`src/rtl/countdown_pkg.sv`:
```
`default_nettype none
// ============================================================================
// Module      : countdown_pkg
// Description : State encoding, blank code and hex segment table for the
//               countdown monitor.
// Revision    : 1.0 - initial release
// ============================================================================
package countdown_pkg;

    localparam logic [1:0] S_IDLE     = 2'd0;
    localparam logic [1:0] S_ARMED    = 2'd1;
    localparam logic [1:0] S_COUNTING = 2'd2;
    localparam logic [1:0] S_FIRED    = 2'd3;

    localparam logic [6:0] SEG_BLANK = 7'h7F;

    // Active-low {g,f,e,d,c,b,a}; element [n] is the glyph for hex digit n.
    localparam logic [15:0][6:0] SEG_TABLE = {
        7'h0E, 7'h06, 7'h21, 7'h46, 7'h03, 7'h08, 7'h10, 7'h00,
        7'h78, 7'h02, 7'h12, 7'h19, 7'h30, 7'h24, 7'h79, 7'h40
    };

endpackage
`default_nettype wire

```
`src/rtl/countdown_monitor_if.sv`:
```
`default_nettype none
// ============================================================================
// Module      : countdown_monitor_if
// Description : Count input, launch controls and status outputs of the
//               countdown monitor.
// Revision    : 1.0 - initial release
// ============================================================================
interface countdown_monitor_if #(
    parameter int WIDTH = 4
) ();
    logic [WIDTH-1:0] cd_in;
    logic             arm;
    logic             abort;
    logic [WIDTH-1:0] cd_sync;
    logic [6:0]       seg;
    logic             fire;
    logic [1:0]       state;
    logic             err;

    modport master (
        output cd_in, arm, abort,
        input  cd_sync, seg, fire, state, err
    );

    modport slave (
        input  cd_in, arm, abort,
        output cd_sync, seg, fire, state, err
    );
endinterface
`default_nettype wire

```
`src/rtl/cd_stabilizer.sv`:
```
`default_nettype none
// ============================================================================
// Module      : cd_stabilizer
// Description : Two-flop bus synchroniser plus stability filter for the
//               skewed ripple-counter value; strobes accept on each new value.
// Revision    : 1.0 - initial release
// ============================================================================
module cd_stabilizer #(
    parameter int WIDTH      = 4,
    parameter int STABLE_CNT = 2
) (
    input  wire logic             clk,
    input  wire logic             rst,
    input  wire logic [WIDTH-1:0] cd_in,
    output logic      [WIDTH-1:0] cd_sync,
    output logic                  accept
);
    localparam int             CW        = $clog2(STABLE_CNT + 1);
    localparam logic [CW-1:0]  C_CNT_MAX = CW'(STABLE_CNT - 1);

    logic [WIDTH-1:0] r_s1;
    logic [WIDTH-1:0] r_s2;
    logic [WIDTH-1:0] r_cand;
    logic [CW-1:0]    r_cnt;

    always_ff @(posedge clk) begin
        if (rst) begin
            r_s1    <= '0;
            r_s2    <= '0;
            r_cand  <= '0;
            r_cnt   <= '0;
            cd_sync <= '0;
            accept  <= 1'b0;
        end else begin
            r_s1   <= cd_in;
            r_s2   <= r_s1;
            accept <= 1'b0;
            if (r_s2 != r_cand) begin
                r_cand <= r_s2;
                r_cnt  <= CW'(1);
            end else begin
                if (r_cnt < C_CNT_MAX) begin
                    r_cnt <= r_cnt + CW'(1);
                end
                // Any sample skewed mid-ripple restarts the count above.
                if (r_cnt >= C_CNT_MAX && r_cand != cd_sync) begin
                    cd_sync <= r_cand;
                    accept  <= 1'b1;
                end
            end
        end
    end
endmodule
`default_nettype wire

```
`src/rtl/countdown_monitor.sv`:
```
`default_nettype none
// ============================================================================
// Module      : countdown_monitor
// Description : Stabilised countdown consumer: sequence checker, 7-segment
//               digit and arm/abort launch FSM with a held fire pulse.
// Revision    : 1.0 - initial release
// ============================================================================
module countdown_monitor
    import countdown_pkg::*;
#(
    parameter int WIDTH      = 4,
    parameter int STABLE_CNT = 2,
    parameter int FIRE_HOLD  = 8
) (
    input wire logic            clk,
    input wire logic            rst,
    countdown_monitor_if.slave  bus
);
    localparam int            HW          = $clog2(FIRE_HOLD + 1);
    localparam logic [HW-1:0] C_HOLD_LAST = HW'(FIRE_HOLD - 1);

    logic [WIDTH-1:0] w_cd_sync;
    logic             w_accept;
    logic [WIDTH-1:0] w_prev_dec;
    logic             w_zero;

    logic [1:0]       r_state;
    logic             r_fire;
    logic             r_err;
    logic [HW-1:0]    r_hold;
    logic [WIDTH-1:0] r_prev;
    logic [6:0]       r_seg;

    cd_stabilizer #(
        .WIDTH      (WIDTH),
        .STABLE_CNT (STABLE_CNT)
    ) u_stab (
        .clk     (clk),
        .rst     (rst),
        .cd_in   (bus.cd_in),
        .cd_sync (w_cd_sync),
        .accept  (w_accept)
    );

    assign w_prev_dec = r_prev - WIDTH'(1);
    assign w_zero     = (w_cd_sync == '0);

    always_ff @(posedge clk) begin
        if (rst) begin
            r_state <= S_IDLE;
            r_fire  <= 1'b0;
            r_err   <= 1'b0;
            r_hold  <= '0;
            r_prev  <= '0;
            r_seg   <= SEG_BLANK;
        end else begin
            if (w_accept) begin
                r_seg <= SEG_TABLE[4'(w_cd_sync)];
            end
            case (r_state)
                S_IDLE: begin
                    if (!bus.abort && bus.arm) begin
                        r_state <= S_ARMED;
                        r_err   <= 1'b0;
                    end
                end
                S_ARMED, S_COUNTING: begin
                    if (bus.abort) begin
                        r_state <= S_IDLE;
                    end else if (w_accept) begin
                        // The first value after arming is only a reference.
                        if (r_state == S_COUNTING && w_cd_sync != w_prev_dec) begin
                            r_err <= 1'b1;
                        end
                        r_prev <= w_cd_sync;
                        if (w_zero) begin
                            r_state <= S_FIRED;
                            r_fire  <= 1'b1;
                            r_hold  <= '0;
                        end else begin
                            r_state <= S_COUNTING;
                        end
                    end
                end
                S_FIRED: begin
                    if (r_hold == C_HOLD_LAST) begin
                        r_state <= S_IDLE;
                        r_fire  <= 1'b0;
                        r_hold  <= '0;
                    end else begin
                        r_hold <= r_hold + HW'(1);
                    end
                end
                default: r_state <= S_IDLE;
            endcase
        end
    end

    assign bus.cd_sync = w_cd_sync;
    assign bus.seg     = r_seg;
    assign bus.fire    = r_fire;
    assign bus.state   = r_state;
    assign bus.err     = r_err;
endmodule
`default_nettype wire

```
`src/flat_wrapper.sv`:
```
// flat-port wrapper written by rule: the top's interface ports become plain ports
module countdown_monitor_flat import countdown_pkg::*;
#(
    parameter int WIDTH      = 4,
    parameter int STABLE_CNT = 2,
    parameter int FIRE_HOLD  = 8
)
  (clk, rst, bus_cd_in, bus_arm, bus_abort, bus_cd_sync, bus_seg, bus_fire, bus_state, bus_err);
  countdown_monitor_if #(.WIDTH(WIDTH)) bus_i ();
  input wire logic clk;
  input wire logic rst;
  input wire logic [$bits(bus_i.cd_in)-1:0] bus_cd_in;
  input wire logic [$bits(bus_i.arm)-1:0] bus_arm;
  input wire logic [$bits(bus_i.abort)-1:0] bus_abort;
  output wire logic [$bits(bus_i.cd_sync)-1:0] bus_cd_sync;
  output wire logic [$bits(bus_i.seg)-1:0] bus_seg;
  output wire logic [$bits(bus_i.fire)-1:0] bus_fire;
  output wire logic [$bits(bus_i.state)-1:0] bus_state;
  output wire logic [$bits(bus_i.err)-1:0] bus_err;
  assign bus_i.cd_in = bus_cd_in;
  assign bus_i.arm = bus_arm;
  assign bus_i.abort = bus_abort;
  assign bus_cd_sync = bus_i.cd_sync;
  assign bus_seg = bus_i.seg;
  assign bus_fire = bus_i.fire;
  assign bus_state = bus_i.state;
  assign bus_err = bus_i.err;
  countdown_monitor #(.WIDTH(WIDTH), .STABLE_CNT(STABLE_CNT), .FIRE_HOLD(FIRE_HOLD)) u_core (.clk(clk), .rst(rst), .bus(bus_i));
endmodule
```
`config.mk`:
```
export PLATFORM = sky130hd
export DESIGN_NAME = countdown_monitor_flat
export DESIGN_NICKNAME = d
export VERILOG_FILES = /design/src/rtl/countdown_pkg.sv /design/src/rtl/countdown_monitor_if.sv /design/src/rtl/cd_stabilizer.sv /design/src/rtl/countdown_monitor.sv /design/src/flat_wrapper.sv
export SDC_FILE = /design/constraint.sdc
export NUM_CORES = 1
export LEC_CHECK = 0
export ABC_AREA = 1
export CORE_ASPECT_RATIO = 1.75
export CORE_MARGIN = 2
export CORE_UTILIZATION = 50
export DETAILED_ROUTE_END_ITERATION = 12
export GPL_TIMING_DRIVEN = 0
export PLACE_DENSITY = 0.73
export RECOVER_POWER = 100
export SETUP_SLACK_MARGIN = 0.5
export SKIP_LAST_GASP = 1
export SLEW_MARGIN = 15
export SYNTH_ARGS = -nofsm -noshare
export SYNTH_HDL_FRONTEND = slang
export SYNTH_HIERARCHICAL = 1
export SYNTH_SLANG_ARGS = --single-unit
```
`constraint.sdc`:
```
create_clock -name clk -period 1.9 [get_ports clk]
set_input_delay 0.19 -clock clk [delete_from_list [all_inputs] [get_ports clk]]
set_output_delay 0.19 -clock clk [all_outputs]
set_load 0.03 [all_outputs]
```
**Word-level counts from Yosys, hierarchy flattened**

Memory sizes are Yosys's and may differ from the RTL's. A register that Yosys moved wholly into a read port is not among the register bits.
Index checks and enable logic that the tools add are counted.

- Flip-flop bits (word level): 31
- ROM bits: 112
- Input port bits: 8
- Output and inout bits: 15
- Logic and storage cells: 75
- Memories: 1

- $add $sub $neg: 3
- Order comparisons: 2
- Equal/unequal tests: 14
- Muxes and demuxes: 24
- Bitwise operators: 2
- Reduce and logical (&&, ||, !) cells: 17

Memories:

| name | words | bits a word | read ports | clocked after Yosys merged registers in | wr ports | line | text |
|---|---|---|---|---|---|---|---|
| (no name shown) | 16 | 7 | 1 | 1 | 0 | countdown_monitor.sv:58 | `r_seg <= SEG_TABLE[4'(w_cd_sync)];` |

Operators with widths:

| cell | number |
|---|---|
| 4-bit 2-to-1 mux | 4 |
| 1-bit 2-to-1 mux | 12 |
| 4-bit != test | 3 |
| 5-bit AND reduction | 2 |
| 2-bit 2-to-1 mux | 4 |
| 2-bit by 1-bit != test with 1-bit output (second input constant) | 4 |
| 4-bit one-hot mux with 2 select lines | 1 |
| 2-bit one-hot mux with 3 select lines | 1 |
| 3-bit AND reduction | 2 |
| 2-bit nonzero test | 3 |
| 4-bit by 1-bit adder with 4-bit output (second input constant) | 1 |
| 2-bit equality test (second input constant) | 2 |
| 4-bit by 3-bit equality test with 1-bit output (second input constant) | 1 |
| 4-bit logical NOT | 1 |
| 2-bit != test (second input constant) | 2 |
| 1-bit one-hot mux with 2 select lines | 2 |
| 4-bit AND reduction | 1 |
| 2-bit OR reduction | 2 |
| 4-bit by 1-bit subtractor with 4-bit output (second input constant) | 1 |
| 1-bit logical AND | 3 |
| 3-bit != test (second input constant) | 1 |
| 2-bit by 1-bit adder with 2-bit output (second input constant) | 1 |
| 2-bit by 1-bit equality test with 1-bit output (second input constant) | 1 |
| 2-bit by 1-bit greater-or-equal comparator with 1-bit output (second input constant) | 1 |
| other kinds (5) | 6 |

**Depth between registers and ports, before layout**

- Depth in word-level cells: 7
- Gate-level depth with buffers: 13
- Mapped depth without buffers: 12

**By module**

Netlist, hierarchy kept.

By module, submodules not included:

| module | instances | cells each | area each (um2) | seq. area each (um2) |
|---|---|---|---|---|
| countdown_monitor | 1 | 185 | 1,248.7 | 380.4 |
| cd_stabilizer | 1 | 110 | 770.7 | 380.4 |

**Least setup slack after synthesis**

No wires, ideal clock.

- Path kind: register to register
- Start: register u_core.r_state[0], in the netlist u_core/bus.state[0]
- End: register u_core.r_err, in the netlist u_core/bus.err
- Arrival: 1.713 ns
- Path slack: 0.121 ns
- Cell stages (with the launch flop): 14
- Buffers on the path: 1
- Period minus slack after synthesis: 1.779 ns
- Cells stage by stage: dfxtp_1 -> inv_1 -> ha_1 -> inv_2 -> nor2_2 -> inv_2 -> nor2_4 -> buf_6 -> inv_2 -> nor2_2 -> nand2_1 -> nand2_1 -> nand2_1 -> a21oi_2

- Longest elaborated chain between the ends: 4
- Elaborated cells on any way between the ends: 12
- Classes of those cells: eq/ne (6); mux (1); reduce/logical (5)

RTL lines:

| item | line | text |
|---|---|---|
| start: declaration | countdown_monitor.sv:27 | `logic [1:0] r_state;` |
| start signal: assignment | countdown_monitor.sv:50 | `r_state <= S_IDLE;` |
| start signal: assignment | countdown_monitor.sv:63 | `r_state <= S_ARMED;` |
| start signal: assignment | countdown_monitor.sv:69 | `r_state <= S_IDLE;` |
| 2-bit by 1-bit equality test with 1-bit output or 2-bit equality test (tied branches) | countdown_monitor.sv:60, countdown_monitor.sv:72 |  |
| 2-bit OR reduction or 1-bit logical AND (tied branches) | countdown_monitor.sv:60, countdown_monitor.sv:72 |  |
| 2-bit by 1-bit != test with 1-bit output (no line), or another cell as far along | n/a |  |
| 5-bit AND reduction (no line) | n/a |  |
| end signal: assignment | countdown_monitor.sv:52 | `r_err <= 1'b0;` |
| end signal: assignment | countdown_monitor.sv:64 | `r_err <= 1'b0;` |
| end signal: assignment | countdown_monitor.sv:73 | `r_err <= 1'b1;` |
| end: declaration | countdown_monitor.sv:29 | `logic r_err;` |

Parallel ways exist; a longest one is shown, timed or not.
A chain may end at the register's enable or synchronous reset.

**Worst setup path after layout**

- Start: register u_core.u_stab.cd_sync[1]
- End: register u_core.r_hold[2]

- Longest elaborated chain between the ends: 3

RTL lines:

| item | line | text |
|---|---|---|
| start: declaration | cd_stabilizer.sv:15 | `output logic [WIDTH-1:0] cd_sync,` |
| start signal: assignment | cd_stabilizer.sv:47 | `cd_sync <= r_cand;` |
| 4-bit logical NOT | countdown_monitor.sv:46 | `assign w_zero = (w_cd_sync == '0);` |
| 2-bit by 1-bit != test with 1-bit output (no line) | n/a |  |
| 4-bit AND reduction (no line) | n/a |  |
| end signal: assignment | countdown_monitor.sv:91 | `r_hold <= r_hold + HW'(1);` |
| end: declaration | countdown_monitor.sv:30 | `logic [HW-1:0] r_hold;` |

Every way passes these cells.

==> results.json <==
{
  "status": "complete, no violations",
  "synth-seq-area-share_pct": 37.7,
  "ff2ff_setup_slack_ns": 0.23,
  "antenna_left": 0,
  "hold_start": "u_core/u_stab/r_s1[0]$_SDFF_PP0_",
  "synth.distinct_cells": 28,
  "grt_max_degree": 12,
  "maxCapViolCount": 0,
  "drc_errors": 0,
  "gp_congestion": 0.778,
  "hold_path_class": "reg -> reg",
  "cts_tree": "built",
  "grt_pass1_vias": 1757,
  "worst_slew_pin_slew_ns": 0.387,
  "avgSynthCellArea_um2": 6.85,
  "placed_area_um2": 2340,
  "clock_latency_ns": 0.29,
  "num_io_pins": 23,
  "netlist_area_um2": 2020,
  "worst_setup_path_end_kind": "register",
  "reg2regPathDepth": 8,
  "nFillCells": 376,
  "die-area_um2": 4580,
  "endpoint": "u_core/r_hold[2]$_SDFFE_PP0P_",
  "yosys.area.top_type": "dfxtp_1",
  "cts_max_level": 2,
  "powerDensity_nw_per_um2": 811,
  "maxSlewHeadroom_pct": 74.2,
  "core_um2": 3870,
  "worst-path-stages": 8,
  "final-setup-viol-count": 0,
  "synthTopCellsByArea": "dfxtp_1, nand2_1, inv_1",
  "die_y_um": 88.1,
  "viasPerCell": 4.84,
  "wire_per_inst_um": 11.2,
  "grt_pass1_wl_um": 6990,
  "finalCritPeriodShare_pct": 88.1,
  "cp-start-kind": "register",
  "cp_max_fo": 7,
  "worst_r2r_startpoint": "u_core/u_stab/cd_sync[1]$_SDFFE_PP0P_",
  "min_period_ns": 1.67,
  "ys_top_cells_by_count": "nand2_1, inv_1, dfxtp_1",
  "grt-ovfl-total": 0,
  "ys_ff_latch": 38,
  "drive_above_1_share_pct": 16.7,
  "grt_antenna_before_repair": 0,
  "vdd_drop_max_v": 0.000738,
  "synth_edf_count": 0,
  "cts_made_buffers": 5,
  "initial_core_util_pct": 52.2,
  "dr.pass1.iters": 6,
  "num_vias": 1887,
  "io_buffers": 22,
  "setup_tns_ns": 0,
  "p_leak_nw": 1.16,
  "path_buf_inv": 3,
  "cts_root_buffer": "clkbuf_8",
  "chipWidth_um": 52.0,
  "critPathLaunch": "u_core/u_stab/cd_sync[1]$_SDFFE_PP0P_",
  "ys.warnings.count": 6,
  "syn_nets": 315,
  "design_area_um2": 2550,
  "clk_pin_slew_ns": 0.07,
  "drtIter0Drc": 19,
  "max_freq_mhz": 598,
  "hold_viol": 0,
  "finalMaxSlewViolations": 0,
  "syn_inst": 295,
  "crit_required_ns": 2.11,
  "yosysTopAreaCellShare_pct": 37.7,
  "worstPathCellList": "clkinvlp_4, ha_1, inv_1, nor2_1, a22oi_2, clkbuf_4, o21ai_1, a21oi_1",
  "synth_most_common_cell": "nand2_1",
  "grt_use_total_pct": 20.5,
  "clockBufferDepth": 2,
  "dp_hpwl_um": 3160,
  "crit_slowest_cell": "dfxtp_1",
  "wl_um": 4360,
  "fin_worst_skew_ns": 0.00779,
  "synthArstFlopShare_pct": 0,
  "critPathTopFamily": "flip-flops",
  "rsz0062_at_grt": "true",
  "crit_type": "reg -> reg",
  "layout.nets": 362,
  "synth_ff_type": "dfxtp_1",
  "n_antenna_cell": 0,
  "regToRegEndpoint": "u_core/r_hold[2]$_SDFFE_PP0P_",
  "clock-sinks": 38,
  "cp.arrival_ns": 1.88,
  "max_stage_delay_ns": 0.50,
  "syn_to_final_growth_pct": 26.5,
  "num_rows": 30
}
-- where the power goes --
group	leakage, nW	internal [mW]	total (mW)	switching [mW]
registers	0.311	0.851	0.896	0.0454
logic	0.805	0.245	0.621	0.376
clock network	0.0443	0.288	0.555	0.267
total	1.16	1.38	2.07	0.688
-- logic make-up (layout without fill, tap and decap cells) --
group           after synthesis  after routing  share of synthesized area (%)
buf+inv                      64            111                           13.0
fa+ha+maj                    12             12                           7.43
compound gates               50             50                           14.1
xor+xnor                      4              4                           1.74
flops                        38             38                           37.7
simple gates                127            127                           26.0
-- tightest hold or removal path: stages, from the launching register on --
cell	delay (ns)
dfxtp_1	0.30
inv_1	0.04
nor2_1	0.03
-- state kept, by name, indices dropped and copies added (netlist names), 4 cells and up --
name,cells
u_core/bus.seg,7
u_core/r_hold,4
u_core/r_prev,4
u_core/u_stab/cd_sync,4
u_core/u_stab/r_cand,4
u_core/u_stab/r_s1,4
u_core/u_stab/r_s2,4
-- final cells by class --
| class | count | area [um2] | area share (%) |
|---|---|---|---|
| multi-input cells | 193 | 1040 | 40.8 |
| flip-flops and latches | 38 | 762 | 29.8 |
| repair buffers | 40 | 325 | 12.7 |
| inverters | 57 | 234 | 9.16 |
| clock buffers | 7 | 86.3 | 3.38 |
| well taps | 48 | 60.1 | 2.35 |
| plain buffers | 7 | 45.0 | 1.76 |
-- worst min-delay path by stage --
stage / to / cells after the start / slack [ns]
6_report: u_core/u_stab/r_s2[0]$_SDFF_PP0_ / 2 / 0.40
5_1_grt: u_core/u_stab/r_s1[2]$_SDFF_PP0_ / 3 / 0.42
4_1_cts: u_core/u_stab/r_s2[0]$_SDFF_PP0_ / 2 / 0.41
3_5_place_dp: u_core/u_stab/r_s2[0]$_SDFF_PP0_ / 2 / 0.40
3_3_place_gp: u_core/u_stab/r_s2[1]$_SDFF_PP0_ / 2 / 0.39
2_1_floorplan: u_core/u_stab/r_cand[0]$_SDFFE_PP0P_ / 1 / 0.26
-- placed cells by master, fill, tap and decap left out, types with 2 or more instances in the layout --
cell / instances
nor2_4: 3
dfxtp_1: 37
o211ai_1: 5
nand3_1: 9
o21ai_0: 10
a21oi_2: 3
clkbuf_2: 2
inv_2: 5
nand2_1: 71
buf_4: 12
dlygate4sd2_1: 14
inv_4: 3
o21ai_1: 5
inv_1: 46
clkbuf_4: 4
clkbuf_8: 6
clkbuf_1: 5
buf_2: 2
nor2_2: 3
buf_6: 2
nand4_1: 5
xnor2_1: 3
o21ai_2: 5
ha_1: 11
a21oi_1: 17
nor2_1: 35
clkdlybuf4s50_1: 6
clkinvlp_4: 2
-- per-layer routing --
metal / vias up / part of all wire (%) / track usage, %
met3: 7 / 2.2 / 3.58
met1: 849 / 37 / 17.0
li1: 1011 / - / -
met5: - / 0 / 0
met4: 0 / 1.9 / 9.57
met2: 20 / 59 / 42.9
-- stage by stage --
stage | util, % | hold slack, ns | cells | setup slack (ns) | power [mW]
4_1_cts | 64.8 | 0.408 | 380 | 0.372 | 2.06
2_1_floorplan | - | 0.261 | 295 | 0.382 | 1.33
3_3_place_gp | 60.4 | 0.392 | 365 | 0.174 | 1.49
5_1_grt | 66.1 | 0.416 | 390 | 0.143 | 2.19
3_5_place_dp | 60.4 | 0.396 | 365 | 0.149 | 1.50
6_report | 66.1 | 0.405 | 390 | 0.227 | 2.07
-- timing repair --
action                                  4_1_cts  5_1_grt
gates resized for setup                      32       16
endpoints found under the setup margin       28       22
hold buffers                                  0        0
pin swaps                                     3        3
buffers inserted                              8       10
Note: power is estimated with default switching activity, not from simulation.
